`src/rtl/wb_port_arbiter.sv`:
```
`default_nettype none
// ============================================================================
// Module   : wb_port_arbiter
// Brief    : Shares the register-file write port among NREQ writeback sources
//            (round-robin; fixed priority when WBARB_FIXED_PRIO_EN is defined).
// Revision : 1.0 - initial release
// ============================================================================
module wb_port_arbiter #(
  parameter int NREQ  = 3,
  parameter int CNT_W = 16
) (
  input  logic                clk,
  input  logic                rstn,
  input  logic                i_hold,
  input  logic [NREQ-1:0]     i_req_valid,
  input  logic [NREQ*5-1:0]   i_req_wra,
  input  logic [NREQ*32-1:0]  i_req_wrd,
  output logic [NREQ-1:0]     o_req_ready,
  output logic                o_regWe,
  output logic [4:0]          o_WRA,
  output logic [31:0]         o_WRD,
  output logic [CNT_W-1:0]    o_contention_cnt
);

  localparam int c_IDX_W = (NREQ > 1) ? $clog2(NREQ) : 1;

  logic [4:0]         w_wra_arr [NREQ];
  logic [31:0]        w_wrd_arr [NREQ];
  logic [c_IDX_W-1:0] w_gidx;
  logic               w_found;
  logic               w_take;
  logic               w_contend;

  for (genvar g = 0; g < NREQ; g++) begin : g_unpack
    assign w_wra_arr[g] = i_req_wra[g*5 +: 5];
    assign w_wrd_arr[g] = i_req_wrd[g*32 +: 32];
  end

`ifdef WBARB_FIXED_PRIO_EN
  // Downward scan so the lowest-index valid requester is the last to win.
  always_comb begin
    w_gidx  = '0;
    w_found = 1'b0;
    for (int i = NREQ - 1; i >= 0; i--) begin
      if (i_req_valid[c_IDX_W'(i)]) begin
        w_gidx  = c_IDX_W'(i);
        w_found = 1'b1;
      end
    end
  end
`else
  logic [c_IDX_W-1:0] r_ptr;
  logic [c_IDX_W:0]   w_sum;
  logic [c_IDX_W-1:0] w_idx;

  // Scan ptr, ptr+1, ... modulo NREQ; first valid wins.
  always_comb begin
    w_gidx  = '0;
    w_found = 1'b0;
    w_sum   = '0;
    w_idx   = '0;
    for (int i = 0; i < NREQ; i++) begin
      w_sum = {1'b0, r_ptr} + (c_IDX_W+1)'(i);
      if (w_sum >= (c_IDX_W+1)'(NREQ)) begin
        w_sum = w_sum - (c_IDX_W+1)'(NREQ);
      end
      w_idx = w_sum[c_IDX_W-1:0];
      if (!w_found && i_req_valid[w_idx]) begin
        w_gidx  = w_idx;
        w_found = 1'b1;
      end
    end
  end

  always_ff @(posedge clk or negedge rstn) begin
    if (!rstn) begin
      r_ptr <= '0;
    end else if (w_take) begin
      r_ptr <= (w_gidx == c_IDX_W'(NREQ - 1)) ? '0 : w_gidx + c_IDX_W'(1);
    end
  end
`endif

  // Ready is forced low during reset so no pending request is consumed.
  always_comb begin
    o_req_ready = '0;
    if (rstn && !i_hold && w_found) begin
      o_req_ready[w_gidx] = 1'b1;
    end
  end

  assign w_take    = |o_req_ready;
  assign w_contend = !i_hold && ($countones(i_req_valid) >= 2);

  always_ff @(posedge clk or negedge rstn) begin
    if (!rstn) begin
      o_regWe <= 1'b0;
      o_WRA   <= '0;
      o_WRD   <= '0;
    end else if (w_take) begin
      o_WRA   <= w_wra_arr[w_gidx];
      o_WRD   <= w_wrd_arr[w_gidx];
      o_regWe <= |w_wra_arr[w_gidx];
    end else begin
      o_regWe <= 1'b0;
    end
  end

  always_ff @(posedge clk or negedge rstn) begin
    if (!rstn) begin
      o_contention_cnt <= '0;
    end else if (w_contend && (o_contention_cnt != {CNT_W{1'b1}})) begin
      o_contention_cnt <= o_contention_cnt + CNT_W'(1);
    end
  end

endmodule
`default_nettype wire
```
`config.mk`:
```
export PLATFORM = sky130hd
export DESIGN_NAME = wb_port_arbiter
export DESIGN_NICKNAME = d
export VERILOG_FILES = /design/src/rtl/wb_port_arbiter.sv
export SDC_FILE = /design/constraint.sdc
export NUM_CORES = 1
export LEC_CHECK = 0
export CAP_MARGIN = 10
export CORE_ASPECT_RATIO = 1.2
export CORE_UTILIZATION = 39
export CTS_CLUSTER_SIZE = 20
export DETAILED_ROUTE_END_ITERATION = 6
export HOLD_SLACK_MARGIN = 0.03
export PLACE_DENSITY_LB_ADDON = 0.12
export SLEW_MARGIN = 10
export SYNTH_ARGS = -nofsm -noshare
export SYNTH_HDL_FRONTEND = slang
export SYNTH_SLANG_ARGS = --single-unit
```
`constraint.sdc`:
```
create_clock -name clk -period 4.3 [get_ports clk]
set_input_delay 0.86 -clock clk [delete_from_list [all_inputs] [get_ports clk]]
set_output_delay 0.86 -clock clk [all_outputs]
set_load 0.05 [all_outputs]
```
==> results of run 1 <==
[layer usage]
metal,vias up,GRT usage,routed length (microns)
met1,1429,0.2423,3826
met5,-,0,0
met4,0,0.07024,218
met3,18,0.05556,808
li1,1527,-,-
met2,119,0.3926,4920
[logic make-up after synthesis]
logic type / synth area share
XOR/XNOR: 0.03621
flip-flops: 0.4139
adder cells (fa/ha/maj): 0.02217
buffers and inverters: 0.03548
AO/OA/AOI/OAI: 0.1371
multiplexers: 0.2358
AND/OR/NAND/NOR: 0.1194
[final cells by class]
class / instances / area, sq um / area share
clock buffer: 6 / 82.58 / 0.01551
clock inverter: 2 / 13.76 / 0.002586
inverter: 7 / 26.28 / 0.004937
multi-input combinational: 251 / 1879 / 0.3531
sequential: 56 / 1401 / 0.2633
tap: 114 / 142.6 / 0.02680
timing repair buffer: 179 / 1777 / 0.3338
[cell usage in the layout (no fill, tap or decap), drive strengths merged, types with 4 or more instances in the layout]
master,netlist,final
buf,9,10
nor2,12,12
inv,7,8
mux2i,40,40
a21oi,5,5
clkdlybuf4s50,0,169
mux2,35,35
nand2b,4,4
o21ai,39,39
nand3,10,10
xor2,4,4
xnor2,10,10
ha,6,6
nand2,48,48
dfrtp,56,56
clkbuf,9,6
[critical path, cell delays in order]
cell and delay (ns):
clkdlybuf4s50_1 0.63, mux2i_1 0.21, o21ai_2 0.45, o311ai_4 0.17
nor4_1 0.49, buf_12 0.21
[state kept, by name (all words and copies together), names as in the netlist]
signal            cells
o_WRD                32
r_ptr                 2
o_regWe               1
o_WRA                 5
o_contention_cnt     16
[report_power, final]
part           switching (mW)  internal [mW]  total [mW]
Clock                   0.173          0.132       0.306
Combinational            1.55           1.00        2.55
Sequential              0.119          0.724       0.843
Total                    1.84           1.86        3.70
[through the flow]
stage               cells  utilization
finish                615       0.6422
global route          615       0.6422
CTS                   615       0.6422
detailed placement    607       0.6306
global placement      607       0.6306
floorplan             332            -
[how the worst min path moves through the flow]
stage,to,slack (ns),cells after the start
detailed placement,o_WRD[8],0.47,2
CTS,o_WRD[6],0.50,2
global route,o_WRD[8],0.51,2
global placement,o_WRA[1],0.47,2
floorplan,r_ptr[1],0.49,2
finish,o_WRD[8],0.49,2
==> impl_metrics.json, run 1 <==
{
  "layout_setup_ws_ns": 0.4138,
  "clk_pin_slew_ns": 0.10,
  "cts_tree": "built",
  "fill_cells": 742,
  "syn_area_sq_mm": 0.003386,
  "irDropWorstVdd_mv": 0.5774,
  "synth_nets": 455,
  "fp.dieW_microns": 87.06,
  "antenna_found_initial": 0,
  "avgSynthCellArea_sq_um": 10.20,
  "yosys.cell_types.count": 48,
  "ys.flop_type": "dfrtp_1",
  "synth-edff-count": 0,
  "cts_buffer_depth": 2,
  "antenna_cells": 0,
  "tightest_slew_ns": 0.7401,
  "async_reset_ff_frac": 1.000,
  "worst_setup_path_start_kind": "input port",
  "powerDensity_mw_per_mm2": 694.3,
  "vias_per_cell": 5.029,
  "grt_pass1_wl_microns": 15260,
  "critPathMaxFanout": 9,
  "cts_setup_buffers": 0,
  "hold_class": "reg -> reg",
  "whs_ns": 0.4900,
  "max_freq_mhz": 257.3,
  "yosysMostFrequentCell": "dfrtp_1",
  "grt_usage": 0.2169,
  "io_pins": 174,
  "ys_warn_count": 0,
  "finalHoldViolations": 0,
  "netlist_instances": 332,
  "gp_congestion": 0.8177,
  "cts-root-buf": "clkbuf_8",
  "crit_path_end": "o_req_ready[1]",
  "crit_type": "in -> out",
  "grt_remaining_overflow": 0,
  "nNetsFinal": 623,
  "r2r-start": "r_ptr[1]",
  "synth_common_cells": "dfrtp_1 (56), nand2_1 (48), mux2i_1 (40), o21ai_1 (36), mux2_1 (34)",
  "ant_nets": 0,
  "status": "complete, no violations",
  "worstSkewPairLatency_ns": 0.30,
  "dpl-instance-area_sq_mm": 0.005226,
  "design_area_sq_mm": 0.005323,
  "finalPower_mw": 3.696,
  "grt_start_max_net_pins": 77,
  "r2r-end": "o_WRD[6]",
  "min_from": "o_WRD[8]",
  "slew_headroom": 0.5047,
  "initial_core_util": 0.4085,
  "rows": 36,
  "drc_errors": 0,
  "rsz0062_at_grt": "no",
  "rrSetupSlack_ns": 1.08,
  "slew_viol_final": 0,
  "drt-initial-drc-count": 100,
  "synth_area_leaders": "dfrtp_1 (41%), mux2i_1 (12%), mux2_1 (11%)",
  "crit_start": "i_req_valid[0]",
  "hold_buffers": 0,
  "crit_arrival_ns": 3.03,
  "r2r_cells": 9,
  "synth_top_area_share": 0.4139,
  "vias": 3093,
  "synth_top_cell_by_area": "dfrtp_1",
  "cp-end-kind": "output port",
  "cap_violations": 0,
  "grt_pass1_vias": 3050,
  "core_area_sq_mm": 0.008288,
  "setup_viol_count_final": 0,
  "postCtsResizedCells": 0,
  "die-area_sq_mm": 0.009059,
  "drive_gt1_frac": 0.05589,
  "numPortBuffers": 173,
  "firstDrtPassIters": 4,
  "cp.required_ns": 3.44,
  "ys_seq_area_frac": 0.4139,
  "p_leak_nw": 2.385,
  "die_h_microns": 104.1,
  "skew_ns": 0.003990,
  "ys_seq_elements": 56,
  "setup_tns_ns": 0,
  "ctsHtreeMaxLevel": 2,
  "cts_made_buffers": 5,
  "cts.sinks": 56,
  "area_delta_synth_final_pct": 57.21,
  "post-route-period-util": 0.9038,
  "period_needed_ns": 3.886,
  "dp_hpwl_microns": 7584,
  "route.final.wire_length_microns": 9774,
  "dp_slack_ns": 0.4561,
  "wl_per_cell_microns": 15.89
}
Note: power is estimated with default switching activity, not from simulation.
==> inputs of run 2 (changes only) <==
- CORE_UTILIZATION: 39 -> 43
==> impl_metrics.json, run 2 (same netlist as run 1, synthesis figures left out) <==
{
  "status": "complete, no violations",
  "ant_nets": 0,
  "rsz0062_at_grt": "no",
  "grt_pass1_vias": 3008,
  "cap_violations": 0,
  "tightest_slew_ns": 0.7901,
  "numPortBuffers": 173,
  "powerDensity_mw_per_mm2": 699.6,
  "vias_per_cell": 5.240,
  "cts_made_buffers": 5,
  "largest_reg_flops": 32,
  "setup_viol_count_final": 0,
  "cts_setup_buffers": 0,
  "postCtsResizedCells": 0,
  "cts_buffer_depth": 2,
  "core_area_sq_mm": 0.007664,
  "ctsHtreeMaxLevel": 2,
  "critPathMaxFanout": 9,
  "rrSetupSlack_ns": 1.13,
  "finish.utilization": 0.6932,
  "p_leak_nw": 2.389,
  "drive_gt1_frac": 0.05400,
  "slew_headroom": 0.4713,
  "fill_cells": 651,
  "skew_ns": 0.006983,
  "clk_pin_slew_ns": 0.10,
  "dpl-instance-area_sq_mm": 0.005216,
  "cts.sinks": 56,
  "period_needed_ns": 3.954,
  "largest_register": "o_WRD",
  "irDropWorstVdd_mv": 0.4762,
  "cts_tree": "built",
  "final_cell_mix": "clkdlybuf4s50_1 (169), dfrtp_1 (56), nand2_1 (48)",
  "wl_per_cell_microns": 16.14,
  "initial_core_util": 0.4418,
  "drc_errors": 0,
  "dp_hpwl_microns": 7459,
  "cp.required_ns": 3.44,
  "grt_start_max_net_pins": 66,
  "dpl.cell_count": 584,
  "crit_type": "in -> out",
  "worst_setup_path_start_kind": "input port",
  "stdcell_count": 592,
  "firstDrtPassIters": 4,
  "cts-root-buf": "clkbuf_8",
  "grt_pass1_wl_microns": 15390,
  "largestRegisters": "o_WRD: 32 flops, o_contention_cnt: 16 flops, o_WRA: 5 flops",
  "setup_tns_ns": 0,
  "nNetsFinal": 622,
  "grt_remaining_overflow": 0,
  "max_freq_mhz": 252.9,
  "finalHoldViolations": 0,
  "crit_arrival_ns": 3.09,
  "io_pins": 174,
  "worstSkewPairLatency_ns": 0.31,
  "design_area_sq_mm": 0.005313,
  "hold_class": "reg -> reg",
  "rows": 35,
  "route.final.wire_length_microns": 9552,
  "post-route-period-util": 0.9195,
  "drt-initial-drc-count": 74,
  "vias": 3102,
  "gp_congestion": 0.8058,
  "die-area_sq_mm": 0.008235,
  "grt_usage": 0.2332,
  "antenna_found_initial": 0,
  "hold_buffers": 0,
  "area_delta_synth_final_pct": 56.91,
  "finalPower_mw": 3.717,
  "cp-end-kind": "output port",
  "final_common_cell": "clkdlybuf4s50_1",
  "antenna_cells": 0,
  "slew_viol_final": 0,
  "die_h_microns": 99.21,
  "fp.dieW_microns": 83.01
}
run 2: cell count changes in the layout (fill, tap and decap cells not counted), sizes merged:
cell / before / now
buf: 10 / 9
run 2: area by class of cell:
class	instances	area, sq um	share of cell area
Timing Repair Buffer	178	1794	0.3377
Inverter	7	26.28	0.004946
Clock inverter	2	13.76	0.002591
Sequential cell	56	1401	0.2638
Tap cell	92	115.1	0.02167
Multi-Input combinational cell	251	1879	0.3537
Clock buffer	6	82.58	0.01554
run 2: report_power, final:
group	leakage (nW)	internal (mW)	switching [mW]
Clock	0.0516	0.132	0.177
Combinational	1.62	1.01	1.55
Sequential	0.713	0.724	0.123
Total	2.39	1.87	1.85
run 2: final timing paths:
kind / from / to / depth (start not counted)
setup / recovery: i_req_valid[1] / o_req_ready[1] / 6
hold / removal: o_WRD[28] / o_WRD[28] / 2
setup reg to reg: r_ptr[1] / o_WRD[3] / 9
hold reg to reg: o_WRD[28] / o_WRD[28] / 2
max in group asynchronous: rstn / o_WRA[1] / 2
min in group asynchronous: rstn / o_WRD[3] / 2
run 2: routing by layer:
layer,part of all wire,vias up,track usage
met5,0,-,0
met1,0.41,1444,0.2819
met4,0.018,0,0.06366
met2,0.50,124,0.4142
met3,0.069,13,0.05726
li1,-,1521,-
run 2: metrics by stage:
step           hold WS, ns  setup slack (ns)
2_1_floorplan       0.4948           0.01705
3_3_place_gp        0.4657            0.5391
3_5_place_dp        0.4755            0.3853
4_1_cts             0.4993            0.3610
5_1_grt             0.5191            0.1657
6_report            0.4913            0.3460
run 2: critical path: stages:
cell	delay, ns
clkdlybuf4s50_1	0.62
mux2i_1	0.22
o21ai_2	0.45
o311ai_4	0.18
nor4_1	0.54
buf_12	0.21
==> inputs of run 3 (changes only) <==
- CELL_PAD_IN_SITES_DETAIL_PLACEMENT: not set -> 0
- CELL_PAD_IN_SITES_GLOBAL_PLACEMENT: not set -> 1
- CORE_UTILIZATION: 43 -> 32
- PLACE_DENSITY_LB_ADDON: 0.12 -> 0.1
==> impl_metrics.json, run 3 (same netlist as run 1, synthesis figures left out) <==
{
  "worstSkewPairLatency_ns": 0.29,
  "max_freq_mhz": 255.4,
  "design_area_sq_mm": 0.005419,
  "grt_pass1_wl_microns": 14810,
  "cts_buffer_depth": 2,
  "initial_core_util": 0.3333,
  "crit_type": "in -> out",
  "antenna_cells": 0,
  "whs_ns": 0.4772,
  "clk_pin_slew_ns": 0.07,
  "die_h_microns": 114.7,
  "irDropWorstVdd_mv": 0.3352,
  "vias": 3049,
  "nNetsFinal": 625,
  "critPathTopFamily": "buffers and inverters",
  "gp_congestion": 0.8942,
  "finalHoldViolations": 0,
  "cp_slowest_cell": "clkdlybuf4s50_1",
  "largestRegisters": "o_WRD: 32 flops, o_contention_cnt: 16 flops, o_WRA: 5 flops",
  "vias_per_cell": 4.847,
  "multiInputGateArea_sq_mm": 0.001879,
  "fp.dieW_microns": 95.90,
  "drt-initial-drc-count": 74,
  "status": "complete, no violations",
  "dp_hpwl_microns": 7645,
  "cts.sinks": 56,
  "post-route-period-util": 0.9106,
  "skew_ns": 0.006291,
  "die-area_sq_mm": 0.01100,
  "cts-root-buf": "clkbuf_16",
  "cp.required_ns": 3.44,
  "cap_violations": 0,
  "slew_viol_final": 0,
  "grt_usage": 0.1744,
  "cts_setup_buffers": 0,
  "critPathMaxFanout": 9,
  "postCtsResizedCells": 0,
  "wl_per_cell_microns": 15.29,
  "ctsHtreeMaxLevel": 2,
  "cts_made_buffers": 5,
  "crit_chain": "clkdlybuf4s50_1 -> mux2i_1 -> o21ai_2 -> o311ai_4 -> nor4_1 -> buf_12",
  "dpl-instance-area_sq_mm": 0.005269,
  "final_cell_mix": "clkdlybuf4s50_1 (169), dfrtp_1 (56), nand2_1 (48)",
  "fill_cells": 950,
  "hold_class": "reg -> reg",
  "finish.utilization": 0.5334,
  "cp-end-kind": "output port",
  "dpl.cell_count": 621,
  "slew_headroom": 0.5209,
  "rows": 40,
  "setup_viol_count_final": 0,
  "powerDensity_mw_per_mm2": 705.7,
  "slowest_delay_ns": 0.61,
  "cts_tree": "built",
  "grt_start_max_net_pins": 57,
  "period_needed_ns": 3.915,
  "area_delta_synth_final_pct": 60.05,
  "antenna_found_initial": 0,
  "drive_gt1_frac": 0.05765,
  "rsz0062_at_grt": "no",
  "stdcell_count": 629,
  "p_leak_nw": 2.416,
  "crit_buf_inv": 2,
  "hold_buffers": 0,
  "ant_nets": 0,
  "core_area_sq_mm": 0.01016,
  "route.final.wire_length_microns": 9620,
  "final_common_cell": "clkdlybuf4s50_1",
  "tightest_slew_ns": 0.7186,
  "ff_latch_area_sq_mm": 0.001401,
  "largest_register": "o_WRD",
  "numPortBuffers": 173,
  "firstDrtPassIters": 4,
  "grt_remaining_overflow": 0,
  "worst_setup_path_start_kind": "input port",
  "io_pins": 174,
  "drc_errors": 0,
  "largest_reg_flops": 32,
  "grt_pass1_vias": 2985,
  "crit_arrival_ns": 3.06,
  "setup_tns_ns": 0
}
[run 3: metal layers]
metal,global-route usage,part of all wire
met1,0.2012,0.40
met2,0.3186,0.49
met3,0.03851,0.094
met4,0.04776,0.012
met5,0,0
[run 3: through the flow]
stage | power [mW] | worst slack [ns]
after floorplan | 2.647 | 0.01705
after global placement | 3.430 | 0.4617
after detailed placement | 3.455 | 0.4124
after CTS | 3.878 | 0.4082
after global routing | 4.084 | 0.2407
final | 3.824 | 0.3846
[run 3: layout make-up]
type | count | area share
multi-input combinational | 251 | 0.3468
timing repair buffer | 181 | 0.3329
sequential | 56 | 0.2586
tap | 126 | 0.02909
clock buffer | 7 | 0.02632
inverter | 7 | 0.004849
clock inverter | 1 | 0.001385
[run 3: tightest hold or removal path, delay by kind of cell, from the launching register on]
family / cells / cell delay [ns]
compound gates: 1 / 0.05
flops: 1 / 0.34
simple gates: 1 / 0.05
[run 3: final timing paths]
path | from | endpoint | slack, ns | cells after the start
worst max-delay path | i_req_valid[1] | o_req_ready[1] | 0.38 | 6
worst min-delay path | o_WRA[1] | o_WRA[1] | 0.48 | 2
worst max register to register | r_ptr[1] | o_WRD[4] | 1.21 | 9
worst min register to register | o_WRA[1] | o_WRA[1] | 0.48 | 2
max in group asynchronous | rstn | o_WRD[31] | 3.06 | 2
min in group asynchronous | rstn | o_regWe | 0.78 | 2
[run 3: where the power goes]
| group | leakage [nW] | internal [mW] | switching [mW] | total (mW) |
|---|---|---|---|---|
| clock | 0.0701 | 0.232 | 0.179 | 0.411 |
| sequential | 0.713 | 0.725 | 0.119 | 0.844 |
| combinational | 1.63 | 1.02 | 1.55 | 2.57 |
| total | 2.42 | 1.98 | 1.85 | 3.82 |
